File: config.mk
export PLATFORM = sky130hd
export DESIGN_NAME = gprs_wb_ctrl
export DESIGN_NICKNAME = d
export VERILOG_FILES = /design/src/rtl/gprs_wb_ctrl.sv
export SDC_FILE = /design/constraint.sdc
export NUM_CORES = 1
export LEC_CHECK = 0
export ABC_AREA = 1
export CORE_MARGIN = 4
export CORE_UTILIZATION = 53
export CTS_CLUSTER_DIAMETER = 150
export CTS_CLUSTER_SIZE = 8
export DETAILED_ROUTE_END_ITERATION = 10
export GPL_TIMING_DRIVEN = 0
export PLACE_DENSITY = 0.91
export REMOVE_ABC_BUFFERS = 1
export SLEW_MARGIN = 20
export SYNTH_ARGS = -nofsm -noshare
export SYNTH_HDL_FRONTEND = slang
export SYNTH_SLANG_ARGS = --single-unit
File: constraint.sdc
create_clock -name cpu_clk -period 4.1 [get_ports cpu_clk]
set_input_delay 0.82 -clock cpu_clk [delete_from_list [all_inputs] [get_ports cpu_clk]]
set_output_delay 0.82 -clock cpu_clk [all_outputs]
set_load 0.02 [all_outputs]
File: src/rtl/gprs_wb_ctrl.sv
// gprs_wb_ctrl: write-back controller for the single GPR write port.
// Merges load responses and ALU results into one registered write per cycle,
// buffers ALU results in a DEPTH-entry FIFO on collision with a load response,
// tracks pending loads and flags DEC-stage source hazards.
// Optional feature macro: KRV_WB_FWD_EN (adds write-stage forwarding ports).
//
// Handshake: an ALU result transfers on a rising edge where alu_wb_valid and
// alu_wb_ready are both 1; ready never depends on alu_wb_valid. Load responses
// and load issues have no back-pressure and are taken whenever valid.
module gprs_wb_ctrl #(
    parameter int DEPTH = 2
) (
    input  logic        cpu_clk,
    input  logic        cpu_rst,
    input  logic        alu_wb_valid,
    output logic        alu_wb_ready,
    input  logic [4:0]  alu_wb_rd,
    input  logic [31:0] alu_wb_data,
    input  logic        ld_issue_valid,
    input  logic [4:0]  ld_issue_rd,
    input  logic        ld_resp_valid,
    input  logic [4:0]  ld_resp_rd,
    input  logic [31:0] ld_resp_data,
    output logic        wr_valid,
    output logic [4:0]  rd_wb,
    output logic [31:0] wr_data,
    input  logic [4:0]  rs1_dec,
    input  logic [4:0]  rs2_dec,
`ifdef KRV_WB_FWD_EN
    output logic        rs1_fwd_valid,
    output logic [31:0] rs1_fwd_data,
    output logic        rs2_fwd_valid,
    output logic [31:0] rs2_fwd_data,
`endif
    output logic        rs1_hazard,
    output logic        rs2_hazard
);

    localparam int AW = (DEPTH > 1) ? $clog2(DEPTH) : 1;
    localparam logic [AW:0] FULL_CNT = (AW+1)'(DEPTH);

    logic [4:0]       r_fifo_rd   [DEPTH];
    logic [31:0]      r_fifo_data [DEPTH];
    logic [DEPTH-1:0] r_fvld;
    logic [AW-1:0]    r_rptr;
    logic [AW-1:0]    r_wptr;
    logic [AW:0]      r_count;
    logic [31:0]      r_pending;
    logic             r_wr_valid;
    logic [4:0]       r_rd_wb;
    logic [31:0]      r_wr_data;

    logic        w_empty;
    logic        w_full;
    logic        w_alu_acc;
    logic        w_push;
    logic        w_pop;
    logic [31:0] w_pending_nxt;
    logic        w_fifo_hit1;
    logic        w_fifo_hit2;
    logic        w_wb_hit1;
    logic        w_wb_hit2;

    assign w_empty      = (r_count == '0);
    assign w_full       = (r_count == FULL_CNT);
    assign alu_wb_ready = !w_full && !cpu_rst;
    assign w_alu_acc    = alu_wb_valid && alu_wb_ready;
    // The FIFO head drains only in cycles free of a load response.
    assign w_pop        = !ld_resp_valid && !w_empty;
    // Bypass only when nothing older is waiting and no load claims the port.
    assign w_push       = w_alu_acc && !(w_empty && !ld_resp_valid);

    assign wr_valid = r_wr_valid;
    assign rd_wb    = r_rd_wb;
    assign wr_data  = r_wr_data;

    // Next scoreboard value: clear on response first so a same-index issue wins.
    always_comb begin
        w_pending_nxt = r_pending;
        if (ld_resp_valid) w_pending_nxt[ld_resp_rd] = 1'b0;
        if (ld_issue_valid && ld_issue_rd != 5'd0) w_pending_nxt[ld_issue_rd] = 1'b1;
        w_pending_nxt[0] = 1'b0;
    end

    // Source matches against buffered ALU results and the write stage.
    always_comb begin
        w_fifo_hit1 = 1'b0;
        w_fifo_hit2 = 1'b0;
        for (int i = 0; i < DEPTH; i++) begin
            if (r_fvld[i] && r_fifo_rd[i] == rs1_dec) w_fifo_hit1 = 1'b1;
            if (r_fvld[i] && r_fifo_rd[i] == rs2_dec) w_fifo_hit2 = 1'b1;
        end
        w_wb_hit1 = r_wr_valid && (r_rd_wb == rs1_dec);
        w_wb_hit2 = r_wr_valid && (r_rd_wb == rs2_dec);
    end

`ifdef KRV_WB_FWD_EN
    // Write-stage data is forwarded, so only pending loads and FIFO entries stall.
    assign rs1_hazard    = (rs1_dec != 5'd0) && (r_pending[rs1_dec] || w_fifo_hit1);
    assign rs2_hazard    = (rs2_dec != 5'd0) && (r_pending[rs2_dec] || w_fifo_hit2);
    assign rs1_fwd_valid = w_wb_hit1 && (rs1_dec != 5'd0);
    assign rs2_fwd_valid = w_wb_hit2 && (rs2_dec != 5'd0);
    assign rs1_fwd_data  = r_wr_data;
    assign rs2_fwd_data  = r_wr_data;
`else
    assign rs1_hazard = (rs1_dec != 5'd0) && (r_pending[rs1_dec] || w_fifo_hit1 || w_wb_hit1);
    assign rs2_hazard = (rs2_dec != 5'd0) && (r_pending[rs2_dec] || w_fifo_hit2 || w_wb_hit2);
`endif

    // Load scoreboard register.
    always_ff @(posedge cpu_clk) begin
        if (cpu_rst) r_pending <= '0;
        else         r_pending <= w_pending_nxt;
    end

    // ALU result FIFO: storage, per-entry valid bits, pointers and occupancy.
    always_ff @(posedge cpu_clk) begin
        if (cpu_rst) begin
            r_fvld  <= '0;
            r_rptr  <= '0;
            r_wptr  <= '0;
            r_count <= '0;
        end else begin
            if (w_push) begin
                r_fifo_rd[r_wptr]   <= alu_wb_rd;
                r_fifo_data[r_wptr] <= alu_wb_data;
                r_fvld[r_wptr]      <= 1'b1;
                r_wptr              <= r_wptr + 1'b1;
            end
            if (w_pop) begin
                r_fvld[r_rptr] <= 1'b0;
                r_rptr         <= r_rptr + 1'b1;
            end
            if (w_push && !w_pop)      r_count <= r_count + 1'b1;
            else if (!w_push && w_pop) r_count <= r_count - 1'b1;
        end
    end

    // Write stage: load response, then FIFO head, then direct ALU result.
    always_ff @(posedge cpu_clk) begin
        if (cpu_rst) begin
            r_wr_valid <= 1'b0;
            r_rd_wb    <= 5'd0;
            r_wr_data  <= 32'd0;
        end else if (ld_resp_valid) begin
            r_wr_valid <= (ld_resp_rd != 5'd0);
            r_rd_wb    <= ld_resp_rd;
            r_wr_data  <= ld_resp_data;
        end else if (!w_empty) begin
            r_wr_valid <= (r_fifo_rd[r_rptr] != 5'd0);
            r_rd_wb    <= r_fifo_rd[r_rptr];
            r_wr_data  <= r_fifo_data[r_rptr];
        end else if (w_alu_acc) begin
            r_wr_valid <= (alu_wb_rd != 5'd0);
            r_rd_wb    <= alu_wb_rd;
            r_wr_data  <= alu_wb_data;
        end else begin
            r_wr_valid <= 1'b0;
        end
    end

endmodule

==> impl_metrics.tcl, run 1 <==
set metrics [dict create \
    layout-drive-gt1-share_pct 10.5 \
    ir_worst_vdd_uv 392 \
    setup_viol 0 \
    antenna_found_initial 0 \
    min_path_type "reg2reg" \
    cp.arrival_ns 3.08 \
    cts_buffers 17 \
    vias_per_cell 6.13 \
    syn_inst 872 \
    critPathRequiredTime_ns 3.28 \
    synth-edff-count 74 \
    rows 42 \
    crit_end "rs1_hazard" \
    rsz0062_at_grt "false" \
    relSlewSlack_pct 31.0 \
    slowest_delay_ns 0.74 \
    internal_power_mw 3.39 \
    clkLatencyLatePin_ns 0.44 \
    cts.htree.levels 4 \
    syn_avg_cell_area_um2 8.50 \
    grt_max_degree 75 \
    antenna_cells 0 \
    vias 7196 \
    grt-ovfl-total 0 \
    fin_util_pct 70.8 \
    numPortBuffers 134 \
    rr_startpoint "r_count[1]" \
    postSynth.asyncResetShare_pct 0 \
    p_leak_nw 3.39 \
    grt_first_pass_wirelength_um 36400 \
    drc_errors 0 \
    ctsHoldBuffers 0 \
    ioPinCount 135 \
    fp.dieH_um 126 \
    cp_slowest_cell "clkdlybuf4s50_1" \
    die_w_um 126 \
    status "finished clean" \
    nets 1080 \
    worstPathMaxFanout 9 \
    clockRootBuffer "clkbuf_16" \
    synthFlopType "dfxtp_1" \
    grt_use_total_pct 28.6 \
    area.growth.synth_to_final_pct 28.5 \
    yosysWarnings 0 \
    finalHoldViolCount 0 \
    core_um2 13500 \
    tightestPinTransition_ns 1.03 \
    seq_power_share_pct 37.9 \
    endpoint_kind "output pin" \
    min_from "r_fvld[1]" \
    clkPwrFrac_pct 32.4 \
    ys_ff_latch 150 \
    r2r_end "r_count[1]" \
    p_sw_share_pct 34.0 \
    clock.fmax_ghz 0.257 \
    cts_buffer_depth 2 \
    tritoncts "built" \
    drt_iter0_drc 863 \
    drtPass1Iterations 6 \
    yosysSeqAreaShare_pct 50.5 \
    wl_per_cell_um 19.6 \
    layout_commonest_cell "nand2_1" \
    crit_chain "clkdlybuf4s50_1 -> inv_1 -> nand2_1 -> o21ai_0 -> nor2_1 -> nand2_1 -> nor2_1 -> nor2_1 -> nand3_1 -> nand2_1 -> inv_1 -> clkdlybuf4s50_1" \
    final_max_slew_viol_count 0 \
    hpwl_um 14400 \
    timing.hold.ws_ns 0.492 \
    cp-start-kind "input pin" \
    crit_type "in2out" \
    p_per_area_nw_per_um2 538 \
    start_util_pct 55.1 \
    wl_um 23000 \
    clk_pin_slew_ns 0.06 \
    nFillCells 911 \
    synth_area_um2 7410 \
    period_minus_slack_ns 3.90 \
    drv_cap 0 \
    place_congestion 0.953 \
    power_frac_comb_pct 29.8 \
    switching_power_mw 1.74 \
    synth.distinct_cells 33 \
    period_share_pct 95.1 \
    r2r_slack_ns 1.62 \
    clock_skew_ns 0.00805 \
    clock-sinks 150 \
    startpoint "rs1_dec[2]" \
    worst-r2r-cell-count 8 \
    final_cell_mix "278 x nand2_1, 128 x clkdlybuf4s50_1, 81 x o21ai_0, 80 x nand3_1, 75 x dfxtp_1" \
    hold_depth 2 \
    grt_pass1_vias 6933 \
    postRouteAntennaNets 0 \
    die_area_um2 15900 \
]
## power by group through the flow
stage,Sequential [mW],Combinational [mW],Clock [mW]
after global routing,1.96,1.63,1.73
after global placement,1.98,1.32,0
after floorplan,2.07,0.648,0
after CTS,1.94,1.51,1.66
after detailed placement,1.95,1.46,0
final,1.94,1.53,1.66
## how the worst min path moves through the flow
stage	end	slack [ns]
3_5_place_dp	r_pending[20]	0.48
6_report	r_fvld[1]	0.49
4_1_cts	r_pending[20]	0.49
3_3_place_gp	r_pending[28]	0.48
5_1_grt	r_pending[14]	0.52
2_1_floorplan	r_fvld[1]	0.45
## timing repair
action / CTS / global route
cloned: 0 / 0
hold endpoints to repair: 0 / 0
resized for setup: 4 / 8
buffers inserted: 0 / 2
endpoints found under the setup margin: 2 / 2
## kinds of logic after synthesis
logic type	count (synthesis)	synth area share (%)
flip-flops	150	50.5
AND/OR/NAND/NOR	414	23.0
adder cells (fa/ha/maj)	1	0.169
multiplexers	20	3.04
buffers and inverters	101	6.11
XOR/XNOR	3	0.354
AO/OA/AOI/OAI	183	16.8
## worst max-delay path: cells and delay by family
| family | cells | cell delay, ns |
|---|---|---|
| AOI/OAI and AO/OA | 1 | 0.07 |
| and+or+nand+nor | 7 | 0.53 |
| buffers and inverters | 4 | 1.64 |
## routing by layer
| layer | global-route usage, % | vias to the layer above | part of all wire, % |
|---|---|---|---|
| met5 | 0 | - | 0 |
| met4 | 12.4 | 0 | 3.9 |
| met3 | 7.32 | 84 | 11 |
| met2 | 46.6 | 518 | 48 |
| met1 | 36.1 | 3369 | 38 |
| li1 | - | 3225 | - |
## metrics by stage
| stage | total power [mW] | worst slack (ns) | cells | cell area (um2) | setup TNS [ns] |
|---|---|---|---|---|---|
| 5_1_grt | 5.32 | 0.114 | 1174 | 9530 | 0 |
| 2_1_floorplan | 2.72 | 0.730 | 823 | 7160 | 0 |
| 6_report | 5.13 | 0.203 | 1174 | 9530 | 0 |
| 3_5_place_dp | 3.41 | -0.590 | 1140 | 8880 | -0.797 |
| 3_3_place_gp | 3.30 | -2.28 | 1133 | 8720 | -208.53 |
| 4_1_cts | 5.10 | 0.0103 | 1172 | 9510 | 0 |
## sequential cells by signal (all words and copies together) (netlist names), named ones only
signal       cells
r_wptr           1
r_fifo_rd       10
r_fvld           2
r_rptr           1
rd_wb            5
wr_valid         1
wr_data         32
r_fifo_data     64
r_pending       31
r_count          2
## cell usage after synthesis (11+ instances only)
cell	number	area [um2]
clkbuf_1	25	93.8
o21ai_1	23	115
nor2_1	33	124
dfxtp_1	76	1520
nand3_1	80	400
mux2_2	20	225
buf_2	11	55.1
edfxtp_1	74	2220
nor3_1	12	60.1
a41oi_1	14	123
inv_1	49	184
a41oi_2	23	374
o21ai_0	81	405
nand2_1	278	1040
a21oi_1	38	190
## area by class of cell
cell class              count  area [um2]  share of cell area (%)
flip-flops and latches    150        3740                    39.3
repair buffers            143        1490                    15.6
multi-input cells         621        3240                    34.0
clock inverters            14         186                    1.96
well taps                 176         220                    2.31
inverters                  52         205                    2.15
clock buffers              18         439                    4.61
Note: power is estimated with default switching activity, not from simulation.
==> inputs of run 2 (changes only) <==
--- a/config.mk
+++ b/config.mk
@@ -8,6 +8,7 @@
 export ABC_AREA = 1
 export CORE_MARGIN = 4
 export CORE_UTILIZATION = 53
+export CTS_BUF_LIST = sky130_fd_sc_hd__clkbuf_16
 export CTS_CLUSTER_DIAMETER = 150
 export CTS_CLUSTER_SIZE = 8
 export DETAILED_ROUTE_END_ITERATION = 10
==> impl_metrics.tcl, run 2 (synthesis results as in run 1) <==
set metrics [dict create \
    slowest_delay_ns 0.74 \
    total_power_mw 5.10 \
    rsz0062_at_grt "false" \
    fp.dieH_um 126 \
    p_leak_nw 3.38 \
    cts_buffer_depth 2 \
    timing.critical_path.buf_inv 4 \
    min_path_type "reg2reg" \
    ctsHoldBuffers 0 \
    fin_util_pct 70.7 \
    worstPathMaxFanout 9 \
    status "finished clean" \
    layout_commonest_cell "nand2_1" \
    tritoncts "built" \
    antenna_found_initial 0 \
    setup-tns-final_ns 0 \
    antenna_cells 0 \
    die_w_um 126 \
    timing.hold.ws_ns 0.492 \
    largest_reg_flops 64 \
    clkLatencyLatePin_ns 0.44 \
    crit_chain "clkdlybuf4s50_1 -> inv_1 -> nand2_1 -> o21ai_0 -> nor2_1 -> nand2_1 -> nor2_1 -> nor2_1 -> nand3_1 -> nand2_1 -> inv_1 -> clkdlybuf4s50_1" \
    wl_per_cell_um 19.6 \
    core_um2 13500 \
    die_area_um2 15900 \
    placed_cell_area_um2 8880 \
    final_max_slew_viol_count 0 \
    place_congestion 0.953 \
    critPathRequiredTime_ns 3.28 \
    drtPass1Iterations 6 \
    grt_pass1_vias 7061 \
    clock-sinks 150 \
    finalInstanceArea_um2 9510 \
    endpoint_kind "output pin" \
    crit_type "in2out" \
    nets 1080 \
    start_util_pct 55.1 \
    vias_per_cell 6.13 \
    cp_top_family "buffers and inverters" \
    ioPinCount 135 \
    drt_iter0_drc 936 \
    rows 42 \
    clock_skew_ns 0.00848 \
    hpwl_um 14400 \
    cts_buffers 17 \
    cp-start-kind "input pin" \
    wl_um 23000 \
    period_minus_slack_ns 3.89 \
    nFillCells 915 \
    tightestPinTransition_ns 1.01 \
    finalHoldViolCount 0 \
    period_share_pct 94.8 \
    cts.htree.levels 4 \
    drv_cap 0 \
    p_per_area_nw_per_um2 536 \
    postRouteAntennaNets 0 \
    ir_worst_vdd_uv 400 \
    clk_pin_slew_ns 0.06 \
    grt_first_pass_wirelength_um 36400 \
    drc_errors 0 \
    setup_viol 0 \
    cp.arrival_ns 3.07 \
    area.growth.synth_to_final_pct 28.3 \
    layout-drive-gt1-share_pct 10.4 \
    final_cell_mix "278 x nand2_1, 128 x clkdlybuf4s50_1, 81 x o21ai_0, 80 x nand3_1, 75 x dfxtp_1" \
    relSlewSlack_pct 32.2 \
    regMostFlops "r_fifo_data" \
    clock.fmax_ghz 0.257 \
    grt_max_degree 75 \
    clockRootBuffer "clkbuf_16" \
    cp_slowest_cell "clkdlybuf4s50_1" \
    vias 7202 \
    grt_use_total_pct 28.5 \
    numPortBuffers 134 \
    grt-ovfl-total 0 \
]
run 2: cell types whose count changed in the layout (fill, tap and decap cells not counted):
cell,delta
clkinv_2,-1
clkbuf_8,-1
clkinv_1,+1
inv_2,+1
run 2: final timing paths:
kind,from,endpoint,slack [ns],cells past startpoint
worst max-delay path,rs1_dec[2],rs1_hazard,0.21,12
worst min-delay path,r_fvld[1],r_fvld[1],0.49,2
worst min register to register,r_fvld[1],r_fvld[1],0.49,2
worst max register to register,r_count[1],wr_data[6],1.53,5
run 2: layer usage:
metal,global-route usage (%),up-vias,part of all wire (%)
met5,0,-,0
met4,13.2,0,4.0
met3,8.00,81,11
met2,46.9,518,48
met1,34.8,3376,37
li1,-,3227,-
run 2: cell type report:
class,instances,area (um2),area share (%)
well taps,176,220,2.31
clock buffers,17,425,4.47
repair buffers,143,1490,15.7
flip-flops and latches,150,3740,39.4
inverters,52,204,2.14
clock inverters,15,190,2.00
multi-input cells,621,3240,34.0
run 2: repair_timing:
| item | 4_1_cts | 5_1_grt |
|---|---|---|
| gates resized for setup | 4 | 7 |
| endpoints found under the setup margin | 2 | 2 |
| cloned | 0 | 0 |
| setup buffers | 0 | 2 |
run 2: power breakdown:
| part | switching, mW | internal [mW] |
|---|---|---|
| clock | 0.668 | 0.972 |
| combinational | 0.903 | 0.616 |
| sequential | 0.164 | 1.78 |
| total | 1.73 | 3.37 |
run 2: worst register-to-register path, cell delays in order (launching register included):
cell and delay [ns]:
dfxtp_1 0.40, nor3_4 0.60, buf_8 0.27, nand2_4 0.48, o21ai_0 0.55, a41oi_1 0.10
run 2: per-stage QoR:
step | std cells | worst slack, ns
4_1_cts | 1172 | 0.00556
3_5_place_dp | 1140 | -0.590
5_1_grt | 1174 | 0.109
2_1_floorplan | 823 | 0.730
6_report | 1174 | 0.215
3_3_place_gp | 1133 | -2.28
==> inputs of run 3 (changes only) <==
==> constraint.sdc (replaced) <==
create_clock -name cpu_clk -period 4.1 [get_ports cpu_clk]
set_input_delay 0.82 -clock cpu_clk [delete_from_list [all_inputs] [get_ports cpu_clk]]
set_output_delay 0.82 -clock cpu_clk [all_outputs]
set_load 0.1 [all_outputs]
==> impl_metrics.tcl, run 3 (synthesis results as in run 1) <==
set metrics [dict create \
    status "finished clean" \
    core_um2 13500 \
    drc_errors 0 \
    cts_buffers 17 \
    final_max_slew_viol_count 0 \
    die_area_um2 15900 \
    die_w_um 126 \
    nets 1081 \
    start_util_pct 55.1 \
    finalHoldViolCount 0 \
    crit_type "in2out" \
    grt_max_degree 75 \
    area.growth.synth_to_final_pct 28.4 \
    vias 7168 \
    rows 42 \
    pre_cts_slack_ns -1.12 \
    wl_per_cell_um 19.6 \
    layout_commonest_cell "nand2_1" \
    cts_buffer_depth 2 \
    drt_iter0_drc 936 \
    p_leak_nw 3.38 \
    cp.arrival_ns 3.16 \
    regMostFlops "r_fifo_data" \
    antenna_found_initial 0 \
    numPortBuffers 134 \
    drtPass1Iterations 5 \
    period_minus_slack_ns 3.98 \
    worstPathMaxFanout 12 \
    vias_per_cell 6.10 \
    final_cell_mix "278 x nand2_1, 127 x clkdlybuf4s50_1, 81 x o21ai_0, 80 x nand3_1, 75 x dfxtp_1" \
    largest_reg_flops 64 \
    place_congestion 0.953 \
    clockRootBuffer "clkbuf_16" \
    clock_skew_ns 0.00948 \
    clk_pin_slew_ns 0.06 \
    clock-sinks 150 \
    grt_use_total_pct 28.5 \
    grt-ovfl-total 0 \
    cp-start-kind "input pin" \
    period_share_pct 97.2 \
    grt_first_pass_wirelength_um 36400 \
    drv_cap 0 \
    antenna_cells 0 \
    rsz0062_at_grt "false" \
    clkLatencyLatePin_ns 0.43 \
    grt_pass1_vias 7061 \
    tritoncts "built" \
    seq_area_um2 3740 \
    multiInputGateArea_um2 3240 \
    endpoint_kind "output pin" \
    relSlewSlack_pct 30.5 \
    ir_worst_vdd_uv 481 \
    wl_um 23000 \
    p_per_area_nw_per_um2 611 \
    hpwl_um 14400 \
    nFillCells 915 \
    timing.hold.ws_ns 0.496 \
    total_power_mw 5.82 \
    setup-tns-final_ns 0 \
    clock.fmax_ghz 0.251 \
    layout-drive-gt1-share_pct 10.6 \
    cts.htree.levels 4 \
    critPathRequiredTime_ns 3.28 \
    min_path_type "reg2reg" \
    tightestPinTransition_ns 1.04 \
    postRouteAntennaNets 0 \
    setup_viol 0 \
    ioPinCount 135 \
    fp.dieH_um 126 \
    fin_ws_ns 0.116 \
]
-- run 3: critical path: stages --
cell and delay [ns]:
clkdlybuf4s50_1 0.84, clkinvlp_4 0.17, buf_4 0.21, nand2_1 0.07
nand3_1 0.09, or2_0 0.21, nor2_1 0.09, nor2_1 0.06
nand3_1 0.09, nand2_1 0.06, inv_1 0.04, buf_2 0.41
-- run 3: worst paths after layout --
check	from	endpoint	slack [ns]	cells past startpoint
setup / recovery	rs2_dec[1]	rs2_hazard	0.12	12
hold / removal	r_pending[20]	r_pending[20]	0.50	2
setup reg to reg	r_count[1]	wr_data[9]	1.56	5
hold reg to reg	r_pending[20]	r_pending[20]	0.50	2
-- run 3: per-layer routing --
metal  up-vias  track usage, %  share of wire [%]
met5         -               0                  0
met2       497            46.9                 48
met1      3356            34.8                 37
met3        89            8.00                 11
met4         0            13.2                3.9
li1       3226               -                  -
-- run 3: power by group --
group | total [mW] | leakage [nW] | internal [mW] | switching (mW)
registers | 1.94 | 1.30 | 1.78 | 0.162
logic | 2.24 | 1.79 | 0.612 | 1.63
clock network | 1.64 | 0.295 | 0.972 | 0.664
total | 5.82 | 3.38 | 3.36 | 2.45
-- run 3: timing repair --
item,4_1_cts,5_1_grt
setup buffers,0,3
gates resized for setup,9,8
pin swaps,0,0
endpoints found under the setup margin,2,2
hold buffers,0,0
-- run 3: cell type report --
type	instances	area share, %
Tap cell	176	2.31
Clock buffer	17	4.47
Multi-Input combinational cell	621	34.0
Clock inverter	15	2.00
Timing Repair Buffer	144	15.7
Inverter	52	2.14
Sequential cell	150	39.3
-- run 3: per-stage QoR --
stage / cells / cell area (um2) / util [%]
finish: 1175 / 9520 / 70.7
global route: 1175 / 9520 / 70.7
CTS: 1172 / 9500 / 70.6
detailed placement: 1140 / 8880 / 66.0
global placement: 1133 / 8720 / 64.8
floorplan: 823 / 7160 / -
